File: src/rtl/fifo_pkg.sv
// Shared helpers for the FIFO family: pointer-width arithmetic and
// parameter-legality checks evaluated at elaboration time.
package fifo_pkg;

    // Number of bits needed to address `value` distinct entries (minimum 0).
    function automatic int clog2(input int value);
        int result;
        int remaining;
        result    = 0;
        remaining = value - 1;
        while (remaining > 0) begin
            result    = result + 1;
            remaining = remaining >> 1;
        end
        return result;
    endfunction

    // Pointer width must exactly address DEPTH entries.
    function automatic bit ptr_width_legal(input int depth, input int ptr_width);
        return (depth >= 2) && (ptr_width == clog2(depth));
    endfunction

    // Thresholds must lie in range and leave a gap between almost-empty
    // and almost-full so the two flags never assert together.
    function automatic bit levels_legal(input int depth, input int af_level, input int ae_level);
        return (af_level >= 1) && (af_level <= depth) &&
               (ae_level >= 0) && (ae_level <= depth - 1) &&
               (ae_level < af_level);
    endfunction

endpackage

File: src/rtl/fifo_mem.sv
// Simple dual-port storage for the FIFO: one synchronous write port and one
// read port. The read port is combinational when FIFO_FWFT_EN is defined
// (first-word-fall-through), and registered with a reset-to-zero output
// register otherwise.
module fifo_mem #(
    parameter int DEPTH     = 16,
    parameter int WIDTH     = 8,
    parameter int PTR_WIDTH = 4
) (
    input  logic                 clk_i,
    input  logic                 rst_i,
    input  logic                 we_i,
    input  logic [PTR_WIDTH-1:0] waddr_i,
    input  logic [WIDTH-1:0]     wdata_i,
    input  logic                 re_i,
    input  logic [PTR_WIDTH-1:0] raddr_i,
    output logic [WIDTH-1:0]     rdata_o
);

    logic [WIDTH-1:0] mem [DEPTH];

    // Write port: store the incoming word at the write address.
    // NOTE: the storage array has no reset; occupancy logic decides which
    // entries are meaningful, and leaving it unreset lets it map onto RAM.
    always_ff @(posedge clk_i) begin
        if (we_i) begin
            mem[waddr_i] <= wdata_i;
        end
    end

`ifdef FIFO_FWFT_EN
    // Read port shows the addressed word immediately; no read strobe needed.
    assign rdata_o = mem[raddr_i];

    logic unused_fwft;
    assign unused_fwft = rst_i ^ re_i;
`else
    // Read port loads the addressed word on an accepted read and holds it.
    // NOTE: sequential state uses non-blocking assignments so every register
    // samples pre-edge values regardless of statement order.
    always_ff @(posedge clk_i) begin
        if (rst_i) begin
            rdata_o <= '0;
        end else if (re_i) begin
            rdata_o <= mem[raddr_i];
        end
    end
`endif

endmodule

File: src/rtl/sync_fifo_param.sv
// Parametrised single-clock FIFO with arbitrary depth, registered occupancy
// count and flags, programmable almost-full/almost-empty thresholds, and
// wrap-toggle full/empty detection so all DEPTH entries are usable.
// Compile-time option: define FIFO_FWFT_EN for first-word-fall-through reads
// (rdata_o shows the head word with zero latency, rd_valid_o = !empty_o);
// otherwise rdata_o is registered with one cycle of read latency.
module sync_fifo_param
    import fifo_pkg::*;
#(
    parameter int DEPTH     = 16,
    parameter int WIDTH     = 8,
    parameter int PTR_WIDTH = 4,
    parameter int AF_LEVEL  = 14,
    parameter int AE_LEVEL  = 2
) (
    input  logic                 clk_i,
    input  logic                 rst_i,
    input  logic [WIDTH-1:0]     wdata_i,
    input  logic                 wr_en_i,
    output logic                 full_o,
    output logic                 almost_full_o,
    output logic                 wr_error_o,
    input  logic                 rd_en_i,
    output logic [WIDTH-1:0]     rdata_o,
    output logic                 rd_valid_o,
    output logic                 empty_o,
    output logic                 almost_empty_o,
    output logic                 rd_error_o,
    output logic [PTR_WIDTH:0]   count_o
);

    localparam int                   CW       = PTR_WIDTH + 1;
    localparam logic [PTR_WIDTH-1:0] LAST_PTR = PTR_WIDTH'(DEPTH - 1);
    localparam logic [PTR_WIDTH:0]   AF_CNT   = CW'(AF_LEVEL);
    localparam logic [PTR_WIDTH:0]   AE_CNT   = CW'(AE_LEVEL);

    if (!ptr_width_legal(DEPTH, PTR_WIDTH)) begin : g_bad_ptr_width
        $error("sync_fifo_param: PTR_WIDTH must equal clog2(DEPTH) and DEPTH must be >= 2");
    end
    if (!levels_legal(DEPTH, AF_LEVEL, AE_LEVEL)) begin : g_bad_levels
        $error("sync_fifo_param: AF_LEVEL/AE_LEVEL out of range or AE_LEVEL >= AF_LEVEL");
    end

    logic [PTR_WIDTH-1:0] wr_ptr, rd_ptr;
    logic                 wr_tgl, rd_tgl;
    logic [PTR_WIDTH-1:0] wr_ptr_nxt, rd_ptr_nxt;
    logic                 wr_tgl_nxt, rd_tgl_nxt;
    logic [PTR_WIDTH:0]   count_nxt;
    logic                 wr_accept, rd_accept;
    logic [WIDTH-1:0]     mem_rdata;

    // Acceptance uses the registered flags as they stand at the start of the
    // cycle; a full FIFO can still take a read and an empty one a write.
    assign wr_accept = wr_en_i && !full_o;
    assign rd_accept = rd_en_i && !empty_o;

    // Next pointer/toggle/count: wrap explicitly at DEPTH-1 and flip the toggle.
    // NOTE: every signal driven here gets a default first so no path leaves it
    // unassigned, which would otherwise infer a latch.
    always_comb begin
        wr_ptr_nxt = wr_ptr;
        wr_tgl_nxt = wr_tgl;
        rd_ptr_nxt = rd_ptr;
        rd_tgl_nxt = rd_tgl;
        count_nxt  = count_o;
        if (wr_accept) begin
            if (wr_ptr == LAST_PTR) begin
                wr_ptr_nxt = '0;
                wr_tgl_nxt = ~wr_tgl;
            end else begin
                wr_ptr_nxt = wr_ptr + PTR_WIDTH'(1);
            end
        end
        if (rd_accept) begin
            if (rd_ptr == LAST_PTR) begin
                rd_ptr_nxt = '0;
                rd_tgl_nxt = ~rd_tgl;
            end else begin
                rd_ptr_nxt = rd_ptr + PTR_WIDTH'(1);
            end
        end
        case ({wr_accept, rd_accept})
            2'b10:   count_nxt = count_o + CW'(1);
            2'b01:   count_nxt = count_o - CW'(1);
            default: count_nxt = count_o;
        endcase
    end

    // Pointer, count, flag and error registers; flags are computed from the
    // next-state values so they line up with count_o on the same edge.
    always_ff @(posedge clk_i) begin
        if (rst_i) begin
            wr_ptr         <= '0;
            rd_ptr         <= '0;
            wr_tgl         <= 1'b0;
            rd_tgl         <= 1'b0;
            count_o        <= '0;
            full_o         <= 1'b0;
            empty_o        <= 1'b1;
            almost_full_o  <= (AF_LEVEL == 0);
            almost_empty_o <= 1'b1;
            wr_error_o     <= 1'b0;
            rd_error_o     <= 1'b0;
        end else begin
            wr_ptr         <= wr_ptr_nxt;
            rd_ptr         <= rd_ptr_nxt;
            wr_tgl         <= wr_tgl_nxt;
            rd_tgl         <= rd_tgl_nxt;
            count_o        <= count_nxt;
            full_o         <= (wr_ptr_nxt == rd_ptr_nxt) && (wr_tgl_nxt != rd_tgl_nxt);
            empty_o        <= (wr_ptr_nxt == rd_ptr_nxt) && (wr_tgl_nxt == rd_tgl_nxt);
            almost_full_o  <= (count_nxt >= AF_CNT);
            almost_empty_o <= (count_nxt <= AE_CNT);
            wr_error_o     <= wr_en_i && full_o;
            rd_error_o     <= rd_en_i && empty_o;
        end
    end

    fifo_mem #(
        .DEPTH     (DEPTH),
        .WIDTH     (WIDTH),
        .PTR_WIDTH (PTR_WIDTH)
    ) u_mem (
        .clk_i   (clk_i),
        .rst_i   (rst_i),
        .we_i    (wr_accept),
        .waddr_i (wr_ptr),
        .wdata_i (wdata_i),
        .re_i    (rd_accept),
        .raddr_i (rd_ptr),
        .rdata_o (mem_rdata)
    );

`ifdef FIFO_FWFT_EN
    // Head word is visible whenever the FIFO holds data; zero while empty.
    assign rdata_o    = empty_o ? '0 : mem_rdata;
    assign rd_valid_o = !empty_o;
`else
    assign rdata_o = mem_rdata;

    // Valid pulses for the one cycle after an accepted read.
    always_ff @(posedge clk_i) begin
        if (rst_i) begin
            rd_valid_o <= 1'b0;
        end else begin
            rd_valid_o <= rd_accept;
        end
    end
`endif

endmodule

File: config.mk
export PLATFORM = sky130hd
export DESIGN_NAME = sync_fifo_param
export DESIGN_NICKNAME = d
export VERILOG_FILES = /design/src/rtl/fifo_pkg.sv /design/src/rtl/fifo_mem.sv /design/src/rtl/sync_fifo_param.sv
export SDC_FILE = /design/constraint.sdc
export NUM_CORES = 1
export LEC_CHECK = 0
export CAP_MARGIN = 10
export CORE_AREA = 2 2 165 118
export CTS_CLUSTER_SIZE = 24
export DETAILED_ROUTE_END_ITERATION = 12
export DIE_AREA = 0 0 167 120
export PLACE_DENSITY_LB_ADDON = 0.05
export RECOVER_POWER = 50
export SYNTH_ARGS = -nofsm -noshare
export SYNTH_HDL_FRONTEND = slang
export SYNTH_SLANG_ARGS = --single-unit
File: constraint.sdc
create_clock -name clk_i -period 6.9 [get_ports clk_i]
set_clock_uncertainty 0.1 [all_clocks]
set_input_delay 1.38 -clock clk_i [delete_from_list [all_inputs] [get_ports clk_i]]
set_output_delay 1.38 -clock clk_i [all_outputs]
set_load 0.02 [all_outputs]
## After elaboration in Yosys (flattened, before gate mapping)

Memory sizes are Yosys's and may differ from the RTL's. A register that Yosys moved wholly into a read port is not among the register bits.
Cells that the tools add are included.

| operators by class | value |
|---|---|
| add/subtract/negate cells | 4 |
| order comparisons | 2 |
| equal/unequal tests | 7 |
| mux-type cells | 11 |
| bitwise gates (word level) | 2 |
| reductions and logical operators | 8 |

Operator list:

| operator | count |
|---|---|
| two-way mux 4 bit | 4 |
| case mux 5 bit (2 select lines) | 1 |
| adder 4 x 1 -> 4 bit (second input constant) | 2 |
| equality test 4 bit (second input constant) | 2 |
| logical AND 1 bit | 6 |
| two-way mux 1 bit | 6 |
| adder 5 x 1 -> 5 bit (second input constant) | 1 |
| greater-or-equal comparator 5 x 4 -> 1 bit (second input constant) | 1 |
| less-or-equal comparator 5 x 2 -> 1 bit (second input constant) | 1 |
| subtractor 5 x 1 -> 5 bit (second input constant) | 1 |
| equality test 4 bit | 1 |
| equality test 2 x 1 -> 1 bit (second input constant) | 1 |
| equality test 2 bit (second input constant) | 1 |
| zero test 1 bit | 2 |
| NOT 1 bit | 2 |
| equality test 1 bit | 1 |
| inequality test 1 bit | 1 |

| storage, ports and cells | value |
|---|---|
| bits in registers | 22 |
| bits in writable memories | 128 |
| bits of input ports | 12 |
| output and inout bits | 20 |
| logic and storage cells | 47 |
| memories | 1 |

Memories:

| memory | words | bits a word | read ports | clocked after Yosys merged registers in | wr ports | RTL line | RTL |
|---|---|---|---|---|---|---|---|
| u_mem.mem | 16 | 8 | 1 | 1 | 1 | fifo_mem.sv:20 | `logic [WIDTH-1:0] mem [DEPTH];` |

## Logic depth before layout (Yosys ltp)

| depth | value |
|---|---|
| depth after elaboration | 5 |
| mapped depth | 11 |
| mapped depth without buffers | 10 |

## By module

From an unflattened synthesis, not the netlist that was laid out.

| second synthesis, totals | value |
|---|---|
| cells, all modules | 439 |
| area total of the unflattened synthesis | 6,454.9 sq um |

By module, submodules not included:

| module | instances | cells each | area an instance (sq um) | sequential area each (sq um) |
|---|---|---|---|---|
| fifo_mem | 1 | 316 | 5,343.9 | 4,003.8 |
| sync_fifo_param | 1 | 123 | 1,111.1 | 440.4 |

## Worst setup path before layout

Ideal clock, no wire load.

| timing path | value |
|---|---|
| kind | in2reg |
| start point | input wr_en_i |
| end point | register almost_full_o |
| setup time | 0.059 ns |
| data arrival time | 3.207 ns |
| required time | 6.741 ns |
| slack | 3.534 ns |
| cell stages on the path | 11 |
| buffers on the path | 1 |
| cells stage by stage | nor2b_4 -> inv_2 -> buf_6 -> nand2_1 -> xnor2_1 -> ha_1 -> o21a_1 -> a311o_1 -> a311o_1 -> a31oi_2 -> a31o_1 |

| on the way | value |
|---|---|
| word-level cells in the longest chain between the ends | 4 |
| elaborated cells on any way between the ends | 5 |
| classes of those cells | 1 x order compare; 2 x eq/ne; 1 x mux; 1 x reduce/logical |

Ends and longest elaborated chain:

| element | RTL line | RTL |
|---|---|---|
| from (decl) | sync_fifo_param.sv:19 | `input logic wr_en_i,` |
| logical AND 1 bit * | sync_fifo_param.sv:54 | `assign wr_accept = wr_en_i && !full_o;` |
| equality test 2 x 1 -> 1 bit or equality test 2 bit (tied branches) | sync_fifo_param.sv:82 | `case ({wr_accept, rd_accept})` |
| case mux 5 bit (2 select lines) * | sync_fifo_param.sv:82 |  |
| greater-or-equal comparator 5 x 4 -> 1 bit * | sync_fifo_param.sv:112 | `almost_full_o <= (count_nxt >= AF_CNT);` |
| to (signal assigned) | sync_fifo_param.sv:100 | `almost_full_o <= (AF_LEVEL == 0);` |
| to (signal assigned) | sync_fifo_param.sv:112 |  |
| to (decl) | sync_fifo_param.sv:21 | `output logic almost_full_o,` |

Mark *: on every way between the ends. The rest lies on a longest branch, timed or not.
A chain may end at the register's enable or synchronous reset.

## Final worst setup path

| timing path | value |
|---|---|
| start point | input rd_en_i |
| end point | register almost_full_o |

| on the way | value |
|---|---|
| word-level cells in the longest chain between the ends | 4 |
| elaborated cells on any way between the ends | 5 |
| classes of those cells | 1 x order compare; 2 x eq/ne; 1 x mux; 1 x reduce/logical |

Ends and longest elaborated chain:

| element | RTL line | RTL |
|---|---|---|
| from (decl) | sync_fifo_param.sv:23 | `input logic rd_en_i,` |
| logical AND 1 bit * | sync_fifo_param.sv:55 | `assign rd_accept = rd_en_i && !empty_o;` |
| via rd_accept | sync_fifo_param.sv:49 | `logic wr_accept, rd_accept;` |
| equality test 2 x 1 -> 1 bit or equality test 2 bit (tied branches) | sync_fifo_param.sv:82 |  |
| case mux 5 bit (2 select lines) * | sync_fifo_param.sv:82 |  |
| greater-or-equal comparator 5 x 4 -> 1 bit * | sync_fifo_param.sv:112 |  |

The timed path passes the listed nets; every way through them passes the cells marked *.

==> impl_metrics.toml <==
[cts]
cts-root-buf = "clkbuf_16"
cts_tree = "built"
cts_resized = 0
clk_pin_slew_ns = 0.06
clk_latency_ns = 0.41
cts_sinks = 158
clk_path_buf_depth = 2
post-cts-setup-buffers = 0
ctsHoldBuffers = 0
cts_buffers = 17
h-tree-depth = 4

[yosys]
synth_ff_type = "edfxtp_1"
synthCells = 378
yosysSeqAreaShare = 0.6989
yosysWarnings = 0
synth_edf_count = 128
synth-seq-cells = 158
async_flop_share = 0
post_synth_num_cell_types = 48
synth_area_per_cell_sq_um = 16.82
syn_area_sq_um = 6359
syn-num-nets = 397

[routing]
avgRoutedWirePerCell_microns = 21.68
ant_nets = 0
via_per_inst = 5.023
vias = 3345
route.detailed.drc = 0
wl_microns = 14440
first_iter_violations = 265
dr.pass1.iters = 4

[power_and_ir_drop]
power_mw = 2.148
p_comb_frac = 0.090
clkPwrFrac = 0.412
leakage_nw = 2.409
ir_worst_vdd_mv = 0.1201
intPower_mw = 1.659
swShare = 0.2275
switching_power_mw = 0.4887
powerDensity_nw_per_um2 = 288.4
power_frac_seq = 0.498

[global_route]
grt_pass1_vias = 3343
grt_max_degree = 38
overflow = 0
antenna_found_initial = 0
grt_util_all_layers = 0.1525
grt_pass1_wl_microns = 21840

[sta]
period_needed_ns = 4.547
fin_crit_sh = 0.6590
setup_viol = 0
grt_setup_unrepaired = "false"
max_freq_mhz = 219.9
hold_viol_final = 0
finalMaxSlewViolations = 0
max-slew-margin-rel = 0.1497
worst-slew-pin-transition_ns = 1.275
finalSetupTns_ns = 0

[floorplan]
initial_core_util = 0.3428
die-area_sq_um = 20040
die_y_microns = 120
core_sq_um = 18550
row_count = 42
fp.dieW_microns = 167
io_pins = 32

[hold_path]
hold_class = "reg -> reg"
worstHoldStart = "u_mem.rdata_o[4]$_SDFFE_PP0N_"

[flow_run]
cap_viol_max_count = 0

[finish]
final_cell_area_sq_um = 7448
syn_to_final_growth_pct = 17.14
n_antenna_cell = 0
nets = 431
drive_gt1_frac = 0.1627

[worst_setup_path]
crit_fanout = 27
crit_arrival_ns = 4.81
path_class = "in -> reg"
crit_required_ns = 7.16
r2r_start = "empty_o$_SDFF_PP1_"
startpoint = "rd_en_i"
start_kind = "input pin"
crit_path_end_kind = "flop"

[status]
status = "finished, final reports clean"

[placement]
postPlaceCellArea_sq_um = 6903
hpwl_microns = 9396
place.gp.congestion = 0.7507
numPortBuffers = 31
[layer usage]
metal  GRT usage  vias up  routed length (microns)  share of wire
met5           0        -                        0              0
met4     0.04041        0                       98         0.0068
li1            -     1557                        -              -
met1      0.2366     1743                     7786           0.54
met2      0.2096       38                     6070           0.42
met3     0.04057        7                      482          0.033
[area by class of cell]
class                      instances  area [sq um]
fill                            1664         11100
sequential                       158          4446
multi-input combinational        193          1788
clock buffer                      17         425.4
timing repair buffer              35         332.8
tap                              242         302.8
clock inverter                    14         127.6
inverter                           7         26.28
[cell families (layout without fill, tap and decap cells)]
kind of cell | after synthesis | after routing | share of synthesized area
flops | 158 | 158 | 0.6989
compound gates | 64 | 64 | 0.06789
buf+inv | 27 | 73 | 0.01987
simple gates | 77 | 77 | 0.06749
mux | 36 | 36 | 0.1196
xor+xnor | 9 | 9 | 0.01240
fa+ha+maj | 7 | 7 | 0.01377
[per-stage QoR]
stage            util  instances  worst slack [ns]  hold slack [ns]
2_1_floorplan       -        378             3.534           0.4152
3_3_place_gp   0.3721        635             2.813           0.3916
3_5_place_dp   0.3721        635             2.795           0.3815
4_1_cts        0.4019        666             3.219           0.3961
5_1_grt        0.4015        666             2.059           0.4274
6_report       0.4015        666             2.353           0.3980
[placed cells by master (no fill, tap or decap), types with 4 or more instances in the layout]
master / instances
clkbuf_16: 17
xor2_1: 4
clkdlybuf4s50_1: 15
xnor2_1: 5
mux4_2: 32
mux2i_1: 4
nor2_1: 22
nand2_1: 8
clkinv_2: 5
and2_1: 19
a21oi_1: 25
ha_1: 7
edfxtp_1: 128
nand3_1: 4
dlygate4sd3_1: 16
dfxtp_1: 29
a22oi_1: 16
inv_1: 5
nor3_1: 4
[state kept, by name, indices dropped and copies added (netlist names)]
register	cells
u_mem.mem	128
u_mem.rdata_o	8
count_o	5
rd_ptr	4
wr_ptr	4
almost_empty_o	1
almost_full_o	1
empty_o	1
full_o	1
rd_error_o	1
rd_tgl	1
rd_valid_o	1
wr_error_o	1
wr_tgl	1
[path summary, 6_finish.rpt]
check,end,slack (ns),cells past startpoint
worst max register to register,almost_full_o$_SDFF_PP0_,3.52,11
worst min-delay path,u_mem.rdata_o[4]$_SDFFE_PP0N_,0.40,2
worst max-delay path,almost_full_o$_SDFF_PP0_,2.35,12
worst min register to register,u_mem.rdata_o[4]$_SDFFE_PP0N_,0.40,2
[power groups by stage]
stage                     Combinational [mW]  Sequential (mW)  Clock (mW)
after detailed placement               0.198             1.09           0
after floorplan                        0.112             1.10           0
after global routing                   0.212             1.07       0.948
final                                  0.193             1.07       0.886
after global placement                 0.198             1.09           0
after CTS                              0.199             1.07       0.906
[worst max-delay path: stages]
cell           delay [ns]
dlygate4sd3_1        0.59
nand2b_1             0.09
clkbuf_1             0.93
inv_2                0.17
nand2_1              0.14
xnor2_1              0.07
ha_1                 0.22
o21a_1               0.17
a311o_1              0.35
a311o_1              0.35
a31oi_2              0.21
a31o_1               0.12
[synth_stat cells, types with 4 or more instances]
library cell | number | area (sq um)
a21oi_1 | 25 | 125.1
dfxtp_1 | 30 | 600.6
edfxtp_1 | 128 | 3844
nor3_1 | 4 | 20.02
clkbuf_1 | 6 | 22.52
ha_1 | 7 | 87.58
a22oi_1 | 16 | 120.1
xor2_1 | 4 | 35.03
nor2_1 | 22 | 82.58
nand2_1 | 8 | 30.03
xnor2_1 | 5 | 43.79
buf_2 | 5 | 25.02
mux2i_1 | 4 | 40.04
buf_1 | 5 | 18.77
inv_1 | 5 | 18.77
nand3_1 | 4 | 20.02
mux4_2 | 32 | 720.7
and2_1 | 19 | 118.9
No activity file was read; power rests on OpenSTA's default activity.
